==> src/rtl/sort_ram_responder.sv <==
// Single-port RAM responder for the sort datapath: fixed-latency reads,
// same-cycle writes, read/write conflict flagging, optional parity.
//
// Optional feature macro: SORT_RAM_PARITY_EN (per-word even parity).
//
// Parameters:
//   SIZE_ADDR  - address width, depth is 2**SIZE_ADDR words
//   SIZE_DATA  - data word width
//   RD_LATENCY - read latency in clock edges (1..15)
// Ports:
//   i_clk          - clock, rising edge
//   i_rst          - asynchronous active-high reset
//   i_rd_en        - read request strobe
//   i_wr_en        - write request strobe
//   i_addr_ram     - request address
//   i_data_ram     - write data
//   i_flip_par     - store inverted parity on write (error injection)
//   o_data_ram     - read data, held until the next read completes
//   o_valid_rd     - one-cycle pulse qualifying o_data_ram
//   o_valid_wr     - one-cycle write acknowledge
//   o_busy         - high while a read is outstanding
//   o_err_conflict - one-cycle pulse on a rejected read+write request
//   o_parity_err   - parity mismatch, valid with o_valid_rd
module sort_ram_responder #(
    parameter int SIZE_ADDR  = 8,
    parameter int SIZE_DATA  = 8,
    parameter int RD_LATENCY = 2
) (
    input  logic                 i_clk,
    input  logic                 i_rst,
    input  logic                 i_rd_en,
    input  logic                 i_wr_en,
    input  logic [SIZE_ADDR-1:0] i_addr_ram,
    input  logic [SIZE_DATA-1:0] i_data_ram,
    input  logic                 i_flip_par,
    output logic [SIZE_DATA-1:0] o_data_ram,
    output logic                 o_valid_rd,
    output logic                 o_valid_wr,
    output logic                 o_busy,
    output logic                 o_err_conflict,
    output logic                 o_parity_err
);

    localparam int DEPTH = 2 ** SIZE_ADDR;
    localparam logic [3:0] LAT_LOAD = 4'(RD_LATENCY - 1);

    typedef enum logic {
        IDLE,
        RD_WAIT
    } state_t;

    state_t               state;
    logic [3:0]           cnt;
    logic [SIZE_ADDR-1:0] addr_q;

    logic [SIZE_DATA-1:0] mem [DEPTH];

    logic                 conflict;
    logic                 wr_acc;
    logic                 rd_acc;
    logic                 bypass;
    logic [SIZE_DATA-1:0] rd_word;
    logic                 rd_par_bad;

    assign conflict = i_rd_en & i_wr_en;
    assign wr_acc   = i_wr_en & ~i_rd_en;
    assign rd_acc   = i_rd_en & ~i_wr_en & (state == IDLE);
    assign o_busy   = (state == RD_WAIT);

    // A write landing on the completing edge to the outstanding address
    // must still be seen by that read, so forward it past the array.
    assign bypass  = wr_acc && (i_addr_ram == addr_q);
    assign rd_word = bypass ? i_data_ram : mem[addr_q];

    // Array is deliberately not reset.
    always_ff @(posedge i_clk) begin
        if (wr_acc && !i_rst) begin
            mem[i_addr_ram] <= i_data_ram;
        end
    end

`ifdef SORT_RAM_PARITY_EN
    logic par_mem [DEPTH];
    logic par_wr;
    logic par_rd;

    assign par_wr = (^i_data_ram) ^ i_flip_par;
    assign par_rd = bypass ? par_wr : par_mem[addr_q];
    assign rd_par_bad = par_rd ^ (^rd_word);

    always_ff @(posedge i_clk) begin
        if (wr_acc && !i_rst) begin
            par_mem[i_addr_ram] <= par_wr;
        end
    end
`else
    logic unused_flip_par;

    assign unused_flip_par = i_flip_par;
    assign rd_par_bad = 1'b0;
`endif

    always_ff @(posedge i_clk or posedge i_rst) begin
        if (i_rst) begin
            state          <= IDLE;
            cnt            <= '0;
            addr_q         <= '0;
            o_data_ram     <= '0;
            o_valid_rd     <= 1'b0;
            o_valid_wr     <= 1'b0;
            o_err_conflict <= 1'b0;
            o_parity_err   <= 1'b0;
        end else begin
            o_valid_rd     <= 1'b0;
            o_parity_err   <= 1'b0;
            o_valid_wr     <= wr_acc;
            o_err_conflict <= conflict;
            unique case (state)
                IDLE: begin
                    if (rd_acc) begin
                        addr_q <= i_addr_ram;
                        cnt    <= LAT_LOAD;
                        state  <= RD_WAIT;
                    end
                end
                RD_WAIT: begin
                    if (cnt == 4'd0) begin
                        state        <= IDLE;
                        o_data_ram   <= rd_word;
                        o_valid_rd   <= 1'b1;
                        o_parity_err <= rd_par_bad;
                    end else begin
                        cnt <= cnt - 4'd1;
                    end
                end
                default: state <= IDLE;
            endcase
        end
    end

endmodule

==> config.mk <==
export PLATFORM = sky130hd
export DESIGN_NAME = sort_ram_responder
export DESIGN_NICKNAME = d
export VERILOG_FILES = /design/src/rtl/sort_ram_responder.sv
export SDC_FILE = /design/constraint.sdc
export NUM_CORES = 2
export LEC_CHECK = 0
export CAP_MARGIN = 15
export CORE_UTILIZATION = 52
export DETAILED_ROUTE_END_ITERATION = 16
export PLACE_DENSITY = 0.73
export SYNTH_ARGS = -nofsm -noshare
export SYNTH_HDL_FRONTEND = slang
export SYNTH_SLANG_ARGS = --single-unit
==> constraint.sdc <==
create_clock -name i_clk -period 2.8 [get_ports i_clk]
set_input_delay 0.56 -clock i_clk [delete_from_list [all_inputs] [get_ports i_clk]]
set_output_delay 0.56 -clock i_clk [all_outputs]
set_load 0.03 [all_outputs]
==> run_results.csv <==
group,metric,value,unit
logic_synthesis,ys_types,53,
sta,slew_viol_final,0,
layout,postLayoutCoreUtil,62.60,%
setup_path,cp-end-kind,"register",
route,wl_per_cell,29.86,um
floorplanning,rows,143,
route,dr.pass1.iters,8,
run_status,status,"finished with violations",
clock_network,cts_root_buf,"clkbuf_16",
sta,timing.final.crit_period,2.858,ns
global_routing,grt_start_max_net_pins,119,
setup_path,timing.critical_path.required,3.51,ns
run_status,violations,"setup timing",
clock_network,htree_levels,4,
sta,rsz0062_at_grt,"true",
worst_hold_path,hold_path_class,"primary input to register",
place,gp_congestion,0.9322,
logic_synthesis,yosys_warnings,0,
setup_path,regToRegSetupSlack,-0.06,ns
layout,drive_gt1_share,35.61,%
clock_network,cts_buffers,194,
logic_synthesis,netlist_area,80020,um2
clock_network,clk_latency,0.84,ns
logic_synthesis,syn_nets,3748,
floorplanning,initial_core_util,52.55,%
setup_path,worstSetupStartpointType,"register",
pwr,vdd_drop_max,869.2,uV
sta,fmax,349.9,MHz
floorplanning,core,152300,um2
sta,worst_slew_pin_slew,1.143,ns
logic_synthesis,ys_seq_area_share,77.61,%
logic_synthesis,synth_edf_count,2048,
logic_synthesis,synth_seq_cells,2072,
route,drtIter0Drc,5546,
floorplanning,pin_count,34,
floorplanning,die-height,394.3,um
route,drt_wl_total,198.6,mm
route,drc,0,
logic_synthesis,async_flop_share,1.158,%
clock_network,ctsHoldBuffers,0,
logic_synthesis,synth-main-ff-cell,"edfxtp_1",
clock_network,cts_tree,"yes",
sta,setup_ws,-0.05757,ns
global_routing,antenna_found_initial,7,
global_routing,grt_pass1_vias,42270,
clock_network,clk_pin_slew,0.07,ns
setup_path,path_class,"register to register",
clock_network,cts_buffer_depth,3,
setup_path,critPathArrivalTime,3.57,ns
setup_path,crit_start,"addr_q[0]",
logic_synthesis,synth.avg_cell_area,21.48,um2
global_routing,groute.usage.overall,25.64,%
floorplanning,fp.dieW,394.3,um
sta,finClkSkew,0.03982,ns
sta,setup_violations,6,
worst_hold_path,hold_start,"i_data_ram[7]",
place,portBuffers,31,
sta,hold_viol_final,0,
sta,worst_hold_slack,0.1915,ns
floorplanning,design.die.area,155500,um2
layout,fin_area,95320,um2
clock_network,clock_sinks,2072,
setup_path,r2r_start,"addr_q[0]",
place,placed_cell_area,88320,um2
route,num_vias,41740,
pwr,power.density,914.4,nW/um2
global_routing,grt_pass1_wl,287.9,mm
route,detail-route-antenna-nets,0,
logic_synthesis,netlist_instances,3726,
place,dp_hpwl,121.4,mm
layout,syn2layout_area_growth,19.12,%
route,via_per_inst,6.274,
global_routing,grt.overflow.total,0,
sta,period_share,102.1,%
sta,slew_headroom,23.83,%
job,maxCapViolCount,0,
layout,final_net_count,4481,
pwr,leakagePower,30.83,nW
setup_path,crit_fanout,16,
[power breakdown]
| part | switching (W) | internal (W) | total, W |
|---|---|---|---|
| Clock | 0.0112 | 0.0144 | 0.0256 |
| Combinational | 0.0140 | 0.0129 | 0.0270 |
| Sequential | 0.000367 | 0.0343 | 0.0346 |
| Total | 0.0256 | 0.0616 | 0.0872 |
[Yosys cell counts, types with 7 or more instances]
| library cell | count | area [um2] |
|---|---|---|
| edfxtp_1 | 2048 | 61500 |
| mux4_2 | 512 | 11530 |
| nor2_1 | 288 | 1081 |
| o22ai_1 | 115 | 719.4 |
| clkbuf_1 | 110 | 412.9 |
| nand2_1 | 78 | 292.8 |
| buf_2 | 50 | 250.2 |
| nor3_1 | 50 | 250.2 |
| mux2i_1 | 46 | 460.4 |
| buf_4 | 45 | 337.8 |
| nor2b_1 | 34 | 212.7 |
| a22oi_1 | 31 | 232.7 |
| o221ai_1 | 30 | 262.8 |
| a211oi_1 | 24 | 180.2 |
| dfrtp_1 | 24 | 600.6 |
| nand3_1 | 23 | 115.1 |
| nor4_1 | 23 | 143.9 |
| a21oi_1 | 22 | 110.1 |
| buf_6 | 14 | 157.7 |
| o22a_1 | 14 | 122.6 |
| o21ai_0 | 13 | 65.06 |
| a32oi_1 | 12 | 105.1 |
| buf_1 | 11 | 41.29 |
| nand2b_1 | 10 | 62.56 |
| or3_1 | 9 | 56.30 |
| inv_1 | 8 | 30.03 |
| a21boi_0 | 7 | 52.55 |
| mux2_2 | 7 | 78.83 |
| o21a_1 | 7 | 52.55 |
| xor2_1 | 7 | 61.31 |
[final cells by class]
type                    instances  area (um2)
multi-input cells            1414       17230
fillers                      9803       56950
repair buffers                769        7244
well taps                    2030        2540
flip-flops and latches       2072       62110
inverters                       8       30.03
clock inverters               109       953.4
diodes                          3       7.507
clock buffers                 247        5200
[worst max-delay path, cell delays in order, from the launching register on]
cell,delay [ns]
dfrtp_4,0.50
buf_12,0.20
buf_16,0.20
mux4_2,0.54
o22ai_1,0.32
nor3_2,0.09
buf_4,0.15
nor4_2,0.28
buf_4,0.20
or4b_4,0.17
o21ai_2,0.06
[cells in the final DEF, fill, tap and decap left out, drive strengths merged, types with 14 or more instances in the layout]
cell	count
edfxtp	2048
buf	737
mux4	512
nor2	288
clkbuf	254
o22ai	115
clkinv	81
nand2	78
nor3	50
mux2i	46
nor2b	34
a22oi	31
o221ai	30
dfrtp	24
a211oi	24
clkdlybuf4s50	23
nand3	23
nor4	23
a21oi	22
o22a	14
bufinv	14
inv	14
o21ai	14
[registers in the layout (all words and copies together) (netlist names)]
| name | flops |
|---|---|
| cnt | 4 |
| o_valid_wr | 1 |
| o_busy | 1 |
| addr_q | 8 |
| mem | 2048 |
| o_valid_rd | 1 |
| o_data_ram | 8 |
| o_err_conflict | 1 |
[path summary, 6_finish.rpt]
check                           endpoint  depth (start not counted)
setup / recovery           o_data_ram[2]                         10
hold / removal               mem[146][7]                          1
setup reg to reg           o_data_ram[2]                         10
hold reg to reg                   cnt[2]                          1
max in group asynchronous         cnt[1]                          4
min in group asynchronous      addr_q[2]                          3
[per-stage QoR]
step | cells | setup WS [ns] | setup TNS [ns] | total power, W
detailed placement | 6277 | -0.3601 | -36.43 | 0.06026
global route | 6651 | -0.1103 | -0.5885 | 0.08961
floorplan | 3726 | 0.06868 | 0 | 0.05001
global placement | 6277 | -0.3261 | -29.80 | 0.06005
finish | 6652 | -0.05757 | -0.1864 | 0.08716
CTS | 6644 | -0.05216 | -0.07254 | 0.08669
[logic make-up (layout without fill, tap and decap cells)]
kind of cell	count (synthesis)	count (layout)	synth area share [%]
AO/OA/AOI/OAI	292	292	2.561
XOR/XNOR	9	9	0.09852
adder cells (fa/ha/maj)	1	1	0.01563
buffers and inverters	240	1133	1.556
flip-flops	2072	2072	77.61
multiplexers	565	565	15.08
other	1	4	0.004687
AND/OR/NAND/NOR	546	546	3.071
[metal layers]
metal | GRT usage [%] | share of wire [%]
met2 | 41.82 | 50
met4 | 8.588 | 3.3
met1 | 34.76 | 37
met5 | 0 | 0.024
met3 | 5.322 | 10
[timing repair]
action,in CTS,in global routing
resized for setup,77,48
pin swaps,8,8
endpoints found under the setup margin,8,8
setup buffers,8,3
gates cloned,3,2
Note: power is estimated with default switching activity, not from simulation.
